$ cat src/rtl/simple_divider_pkg.sv
// simple_divider shared constants: FSM state encoding,
// default widths, counter width and quotient saturation values.
package simple_divider_pkg;

  localparam int N_W   = 42;
  localparam int D_W   = 18;
  localparam int CNT_W = $clog2(N_W + 1);

  localparam logic [1:0] S_IDLE = 2'd0;
  localparam logic [1:0] S_CALC = 2'd1;
  localparam logic [1:0] S_FIX  = 2'd2;
  localparam logic [1:0] S_DONE = 2'd3;

  localparam logic [N_W-1:0] Q_MAX = {1'b0, {(N_W-1){1'b1}}};
  localparam logic [N_W-1:0] Q_MIN = {1'b1, {(N_W-1){1'b0}}};

endpackage

$ cat src/rtl/div_step.sv
// One restoring division step: shift in a dividend bit,
// trial-subtract |d|, keep the difference when it does not borrow.
module div_step
  import simple_divider_pkg::*;
#(
  parameter int WIDTH_D = D_W
) (
  input  logic [WIDTH_D:0]   rem_i,
  input  logic               bit_i,
  input  logic [WIDTH_D-1:0] d_i,
  output logic [WIDTH_D:0]   rem_o,
  output logic               q_o
);

  logic [WIDTH_D+1:0] sh;
  logic [WIDTH_D+1:0] diff;

  // Partial remainder stays below |d|, so the shifted
  // value never reaches the top bit and diff's MSB is a clean borrow.
  always_comb begin
    sh    = {rem_i, bit_i};
    diff  = sh - {2'b00, d_i};
    q_o   = ~diff[WIDTH_D+1];
    rem_o = q_o ? diff[WIDTH_D:0] : sh[WIDTH_D:0];
  end

endmodule

$ cat src/rtl/simple_divider.sv
// Iterative signed shift-subtract divider, one quotient bit per clock.
// Define SIMPLE_DIVIDER_ROUND_EN for round-half-away-from-zero quotients.
module simple_divider
  import simple_divider_pkg::*;
#(
  parameter int WIDTH_N = N_W,
  parameter int WIDTH_D = D_W
) (
  input  logic               clk_i,
  input  logic               rst_i,
  input  logic               valid_i,
  output logic               ready_o,
  input  logic [WIDTH_N-1:0] n_i,
  input  logic [WIDTH_D-1:0] d_i,
  output logic               valid_o,
  input  logic               ready_i,
  output logic [WIDTH_N-1:0] q_o,
  output logic [WIDTH_D-1:0] r_o,
  output logic               div0_o,
  output logic               ovf_o
);

  localparam int CW = $clog2(WIDTH_N + 1);

  localparam logic [WIDTH_N-1:0] QMAX =
    {1'b0, {(WIDTH_N-1){1'b1}}};
  localparam logic [WIDTH_N-1:0] QMIN =
    {1'b1, {(WIDTH_N-1){1'b0}}};

  logic [1:0]         state;
  logic [CW-1:0]      cnt;
  logic [WIDTH_N-1:0] work;
  logic [WIDTH_D:0]   rem;
  logic [WIDTH_D-1:0] dmag;
  logic               n_neg;
  logic               q_neg;
  logic               zero;
  logic               ovf;

  logic [WIDTH_N-1:0] n_abs;
  logic [WIDTH_D-1:0] d_abs;
  logic               in_zero;
  logic               in_ovf;

  logic [WIDTH_D:0]   rem_nx;
  logic               qbit;

  logic [WIDTH_N-1:0] q_mag;
  logic [WIDTH_N-1:0] q_res;
  logic [WIDTH_D-1:0] r_res;

  assign ready_o = (state == S_IDLE);
  assign valid_o = (state == S_DONE);

  // Operand magnitudes and special-case detection at accept time;
  // the most negative value negates onto its own unsigned magnitude.
  always_comb begin
    n_abs   = n_i[WIDTH_N-1] ? -n_i : n_i;
    d_abs   = d_i[WIDTH_D-1] ? -d_i : d_i;
    in_zero = (d_i == '0);
    in_ovf  = (n_i == QMIN) && (d_i == '1);
  end

  div_step #(
    .WIDTH_D (WIDTH_D)
  ) u_step (
    .rem_i (rem),
    .bit_i (work[WIDTH_N-1]),
    .d_i   (dmag),
    .rem_o (rem_nx),
    .q_o   (qbit)
  );

`ifdef SIMPLE_DIVIDER_ROUND_EN
  logic rnd;

  // Round the magnitude up when the truncated remainder is at
  // least half the divisor.
  always_comb begin
    rnd   = ({rem, 1'b0} >= {2'b00, dmag}) && !zero;
    q_mag = work + {{(WIDTH_N-1){1'b0}}, rnd};
  end
`else
  assign q_mag = work;
`endif

  // Sign restore and saturation for divide-by-zero and overflow.
  always_comb begin
    q_res = q_neg ? -q_mag : q_mag;
    r_res = n_neg ? -rem[WIDTH_D-1:0] : rem[WIDTH_D-1:0];
    if (zero) begin
      q_res = n_neg ? QMIN : QMAX;
      r_res = '0;
    end else if (ovf) begin
      q_res = QMAX;
      r_res = '0;
    end
  end

  // Control FSM and the shifting dividend/quotient register.
  always_ff @(posedge clk_i or posedge rst_i) begin
    if (rst_i) begin
      state <= S_IDLE;
      cnt   <= '0;
      work  <= '0;
      rem   <= '0;
      dmag  <= '0;
      n_neg <= 1'b0;
      q_neg <= 1'b0;
      zero  <= 1'b0;
      ovf   <= 1'b0;
    end else begin
      unique case (state)
        S_IDLE: begin
          if (valid_i) begin
            state <= S_CALC;
            cnt   <= CW'(WIDTH_N);
            work  <= n_abs;
            rem   <= '0;
            dmag  <= d_abs;
            n_neg <= n_i[WIDTH_N-1];
            q_neg <= n_i[WIDTH_N-1] ^ d_i[WIDTH_D-1];
            zero  <= in_zero;
            ovf   <= in_ovf;
          end
        end
        S_CALC: begin
          work <= {work[WIDTH_N-2:0], qbit};
          rem  <= rem_nx;
          cnt  <= cnt - 1'b1;
          if (cnt == CW'(1)) begin
            state <= S_FIX;
          end
        end
        S_FIX: begin
          state <= S_DONE;
        end
        S_DONE: begin
          if (ready_i) begin
            state <= S_IDLE;
          end
        end
        default: begin
          state <= S_IDLE;
        end
      endcase
    end
  end

  // Result registers load in FIX and hold through DONE.
  always_ff @(posedge clk_i or posedge rst_i) begin
    if (rst_i) begin
      q_o    <= '0;
      r_o    <= '0;
      div0_o <= 1'b0;
      ovf_o  <= 1'b0;
    end else if (state == S_FIX) begin
      q_o    <= q_res;
      r_o    <= r_res;
      div0_o <= zero;
      ovf_o  <= ovf && !zero;
    end
  end

endmodule

$ cat config.mk
export PLATFORM = sky130hd
export DESIGN_NAME = simple_divider
export DESIGN_NICKNAME = d
export VERILOG_FILES = /design/src/rtl/simple_divider_pkg.sv /design/src/rtl/div_step.sv /design/src/rtl/simple_divider.sv
export SDC_FILE = /design/constraint.sdc
export NUM_CORES = 1
export LEC_CHECK = 0
export CAP_MARGIN = 20
export CORE_ASPECT_RATIO = 0.7
export CORE_UTILIZATION = 35
export DETAILED_ROUTE_END_ITERATION = 12
export SLEW_MARGIN = 20
export SYNTH_ARGS = -nofsm -noshare
export SYNTH_HDL_FRONTEND = slang
export SYNTH_SLANG_ARGS = --single-unit
$ cat constraint.sdc
create_clock -name clk_i -period 11.7 [get_ports clk_i]
set_input_delay 2.34 -clock clk_i [delete_from_list [all_inputs] [get_ports clk_i]]
set_output_delay 2.34 -clock clk_i [all_outputs]
set_load 0.02 [all_outputs]
# Word level (Yosys, flattened, before mapping)
# Cells that the tools add are included.
# word_totals
regBits	153
inputBits	64
output_inout_bits	64
elab_cells	59
# op_classes
addsub	6
n_eq_ne	9
mux	20
n_bitwise	2
reduce_logical	9
# op_table
op	count
$mux 42	6
$neg 42->42	2
$pmux 42 s2	1
$mux 18	4
$eq 42x42->1 const B	1
$mux 19	2
$pmux 19 s2	1
$neg 18->18	2
$sub 20x18->20	1
$eq 18x18->1 const B	1
$logic_not 18->1	1
$pmux 6 s2	1
$pmux 2 s4	1
$eq 6x1->1 const B	1
$mux 2	3
$mux 6	1
$sub 6x1->6 const B	1
$eq 2x2->1 const B	2
$ne 2x2->1 const B	2
$reduce_and 2->1	2
$reduce_and 3->1	1
$eq 2x1->1 const B	1
$logic_and 1x1->1	2
$logic_not 2->1	1
other kinds (5)	5

# Depth between registers and ports, before layout
# depth
ltp_word	4
depth_mapped	11
mapped_depth_nobuf	10

# By module
# A second synthesis with hierarchy kept.
# unflattened
cells_unflattened	1105
area_unflattened_um2	9907.0
# modules_own_cells
module	n_inst	cells_each	area_each_um2	seq_area_each_um2
simple_divider	1	931	8583.2	3828.7
div_step	1	174	1323.8	0.0

# Worst setup path after synthesis
# No wires, ideal clock.
# synth_path
path_kind	input port to flip-flop
startpoint	in n_i[14]
endpoint	reg work[38], in the netlist q_mag[38]
setup_ns	0.127
arrival_time_ns	4.258
required_ns	11.573
setup_slack_ns	7.315
path_stages	7
n_path_buf	0
cell_sequence	or4_4 nor4_4 nand4_4 or3_4 o41ai_2 xor2_1 o21ai_1
# synth_via
elab_chain_len	4
# synth_rtl
element	line_no	rtl
from (decl)	simple_divider.sv:13	input logic [WIDTH_N-1:0] n_i,
$neg 42->42	simple_divider.sv:58	n_abs = n_i[WIDTH_N-1] ? -n_i : n_i;
$mux 42	simple_divider.sv:58	
$mux 42	simple_divider.sv:115	if (valid_i) begin
$pmux 42 s2	simple_divider.sv:113	unique case (state)
to (signal assigned)	simple_divider.sv:118	work <= n_abs;
to (signal assigned)	simple_divider.sv:128	work <= {work[WIDTH_N-2:0], qbit};
to (decl)	simple_divider.sv:32	logic [WIDTH_N-1:0] work;
# Every way passes these cells. The select of a mux whose other input is x is not followed.
# A chain may end at the register's enable or synchronous reset.

# Final worst setup path
# layout_path
startpoint	in n_i[8]
endpoint	reg work[35], in the netlist q_mag[35]
# Same word-level chain as after synthesis.

==> flow_summary.toml <==
[final_layout]
fin_area_um2 = 12100
nNetsFinal = 1321
final_common_cell = "dfrtp_1"
diodes = 0
syn_to_final_growth_pct = 21.6
drive_above_1_share_pct = 6.05
utilization_pct = 43.4
fin_cells = 1611
layout_common_cells = "dfrtp_1, clkdlybuf4s50_1, nand2_1"

[drt]
wire_per_inst_um = 18.5
drt-initial-drc-count = 643
ant_nets = 0
via_per_inst = 5.41
post-route-drc-count = 0
vias = 8713
first_pass_iters = 5
routed_wl_um = 29700

[clock_network]
clock_latency_ns = 0.43
htreeDepth = 4
clk_path_buf_depth = 2
clkTransAtPathRegs_ns = 0.07
cts_tree = "yes"
hold_buffers = 0
cts.repair.resized = 0
numCtsBuffers = 17
clockRootBuffer = "clkbuf_16"
postCtsSetupRepairBufs = 0
cts_sinks = 153

[floorplanning]
die_w_um = 203
core-area_um2 = 27800
start_util_pct = 35.7
die_y_um = 143
io_pins = 128
dieArea_um2 = 29000
rows = 51

[sta]
drv_slew = 0
tightestPinTransition_ns = 0.948
slew_headroom_pct = 36.6
finalSetupViolations = 0
finalCritPeriodShare_pct = 41.6
finalClockSkew_ns = 0.00719
min_period_ns = 4.86
final-hold-violation-count = 0
tns_ns = 0
timing.fmax_mhz = 206
rsz0062_at_grt = "false"

[setup_path]
worstPathMaxFanout = 9
r2r_start = "rem[1]"
critPathLaunchType = "input pin"
cp-end-kind = "flop"
r2r_end = "rem[18]"
startpoint = "n_i[8]"
regToRegSetupSlack_ns = 8.08
cp.arrival_ns = 5.15
crit_end = "q_mag[35]"
r2r_cells = 8
crit_required_ns = 11.98
crit_type = "input pin to flop"

[yosys]
synthFlopType = "dfrtp_1"
netlist_area_um2 = 9920
synth_cells = 1136
syn_nets = 1230
synth_warnings = 0
synth_edf_count = 0
ys_seq_elements = 153
synth.distinct_cells = 69
seq_area_frac_synth_pct = 38.6
ys_async_sr_fraction_pct = 100
postSynthAreaPerCell_um2 = 8.73

[power_and_ir_drop]
leakage_nw = 4.83
ir_drop_mv = 0.120
total_power_mw = 3.67
powerDensity_nw_per_um2 = 305

[global_route]
use_met2_pct = 26.4
grt_pass1_vias = 7916
track_usage_pct = 20.8
grt.overflow.total = 0
gr-max-usage-layer = "met1"
grt_pass1_wl_um = 46500
use_met3_pct = 4.88
antenna_found_initial = 1
grt_max_degree = 82
met1_usage_pct = 34.1

[placement]
port_buffers = 127
place_inst = 1579
gp_congestion = 0.896
dpl.hpwl_um = 22400
dpl_cell_area_um2 = 11500

[min_path]
min_path_type = "flop to flop"

[run_status]
status = "completed"

[job]
maxCapViolCount = 0
-- layout make-up --
cell class	instances	area (µm²)
fillers	2785	15800
multi-input cells	833	5530
flip-flops and latches	153	3830
repair buffers	136	1340
well taps	371	464
clock buffers	17	425
inverters	86	328
clock inverters	15	144
-- through the flow --
step | setup slack (ns) | hold WS, ns
2_1_floorplan | 5.24 | 0.450
3_3_place_gp | 6.52 | 0.461
3_5_place_dp | 6.47 | 0.472
4_1_cts | 6.92 | 0.487
5_1_grt | 6.68 | 0.510
6_report | 6.84 | 0.485
-- metal layers --
layer | vias to the layer above | share of wire [%]
met4 | 0 | 0.76
met1 | 4185 | 55
li1 | 4278 | -
met2 | 237 | 38
met5 | - | 0
met3 | 13 | 6.5
-- worst max-delay path, cell delays in order --
cell             delay, ns
clkdlybuf4s50_1       0.47
nor4_1                0.55
nor2b_1               0.42
nand4_1               0.55
o41ai_1               0.56
xor2_1                0.17
o21ai_0               0.08
-- registers in the layout, indices dropped and copies added (netlist names) --
signal / flops
q_neg: 1
cnt: 6
rem: 19
state: 2
r_o: 18
dmag: 18
ovf: 1
ovf_o: 1
q_mag: 42
div0_o: 1
q_o: 42
n_neg: 1
zero: 1
-- power by group --
group	leakage, nW	internal (mW)	switching (mW)	total, mW
registers	1.84	0.780	0.282	1.06
clock network	0.278	0.297	0.246	0.543
logic	2.72	0.840	1.23	2.07
total	4.83	1.92	1.76	3.67
-- cell usage after synthesis, drive strengths merged, types with 7 or more instances --
cell | number | area share [%]
a21oi | 57 | 2.9
a22oi | 13 | 0.98
buf | 8 | 0.34
clkbuf | 56 | 2.1
dfrtp | 153 | 39
ha | 29 | 3.7
inv | 86 | 3.3
mux2i | 8 | 0.81
nand2 | 121 | 4.6
nand2b | 10 | 0.63
nand3 | 16 | 0.86
nand4 | 13 | 0.97
nor2 | 57 | 2.2
nor3 | 17 | 0.97
nor4 | 14 | 1.2
o211ai | 20 | 1.5
o21a | 7 | 0.53
o21ai | 115 | 5.8
o221ai | 25 | 2.3
o22a | 7 | 0.62
o22ai | 25 | 1.6
o31ai | 33 | 2.5
o41ai | 17 | 1.8
or3 | 19 | 1.3
or4 | 13 | 1.0
xnor2 | 31 | 2.7
xor2 | 95 | 8.4
-- cells by family (layout without fill, tap and decap cells) --
logic type      count (synthesis)  count (layout)  share of synthesized area [%]
compound gates                353             353                           23.4
simple gates                  310             310                           15.8
flops                         153             153                           38.6
buf+inv                       150             254                           5.71
xor+xnor                      126             126                           11.1
fa+ha+maj                      30              30                           3.86
mux                            14              14                           1.49
-- how the worst min path moves through the flow --
| stage | endpoint | from | depth (start not counted) |
|---|---|---|---|
| floorplan | dmag[10] | dmag[10] | 2 |
| global placement | dmag[11] | dmag[11] | 2 |
| detailed placement | dmag[4] | dmag[4] | 2 |
| CTS | dmag[4] | dmag[4] | 2 |
| global route | dmag[17] | dmag[17] | 2 |
| finish | dmag[7] | dmag[7] | 2 |
Power figures use the tool's default switching activity.
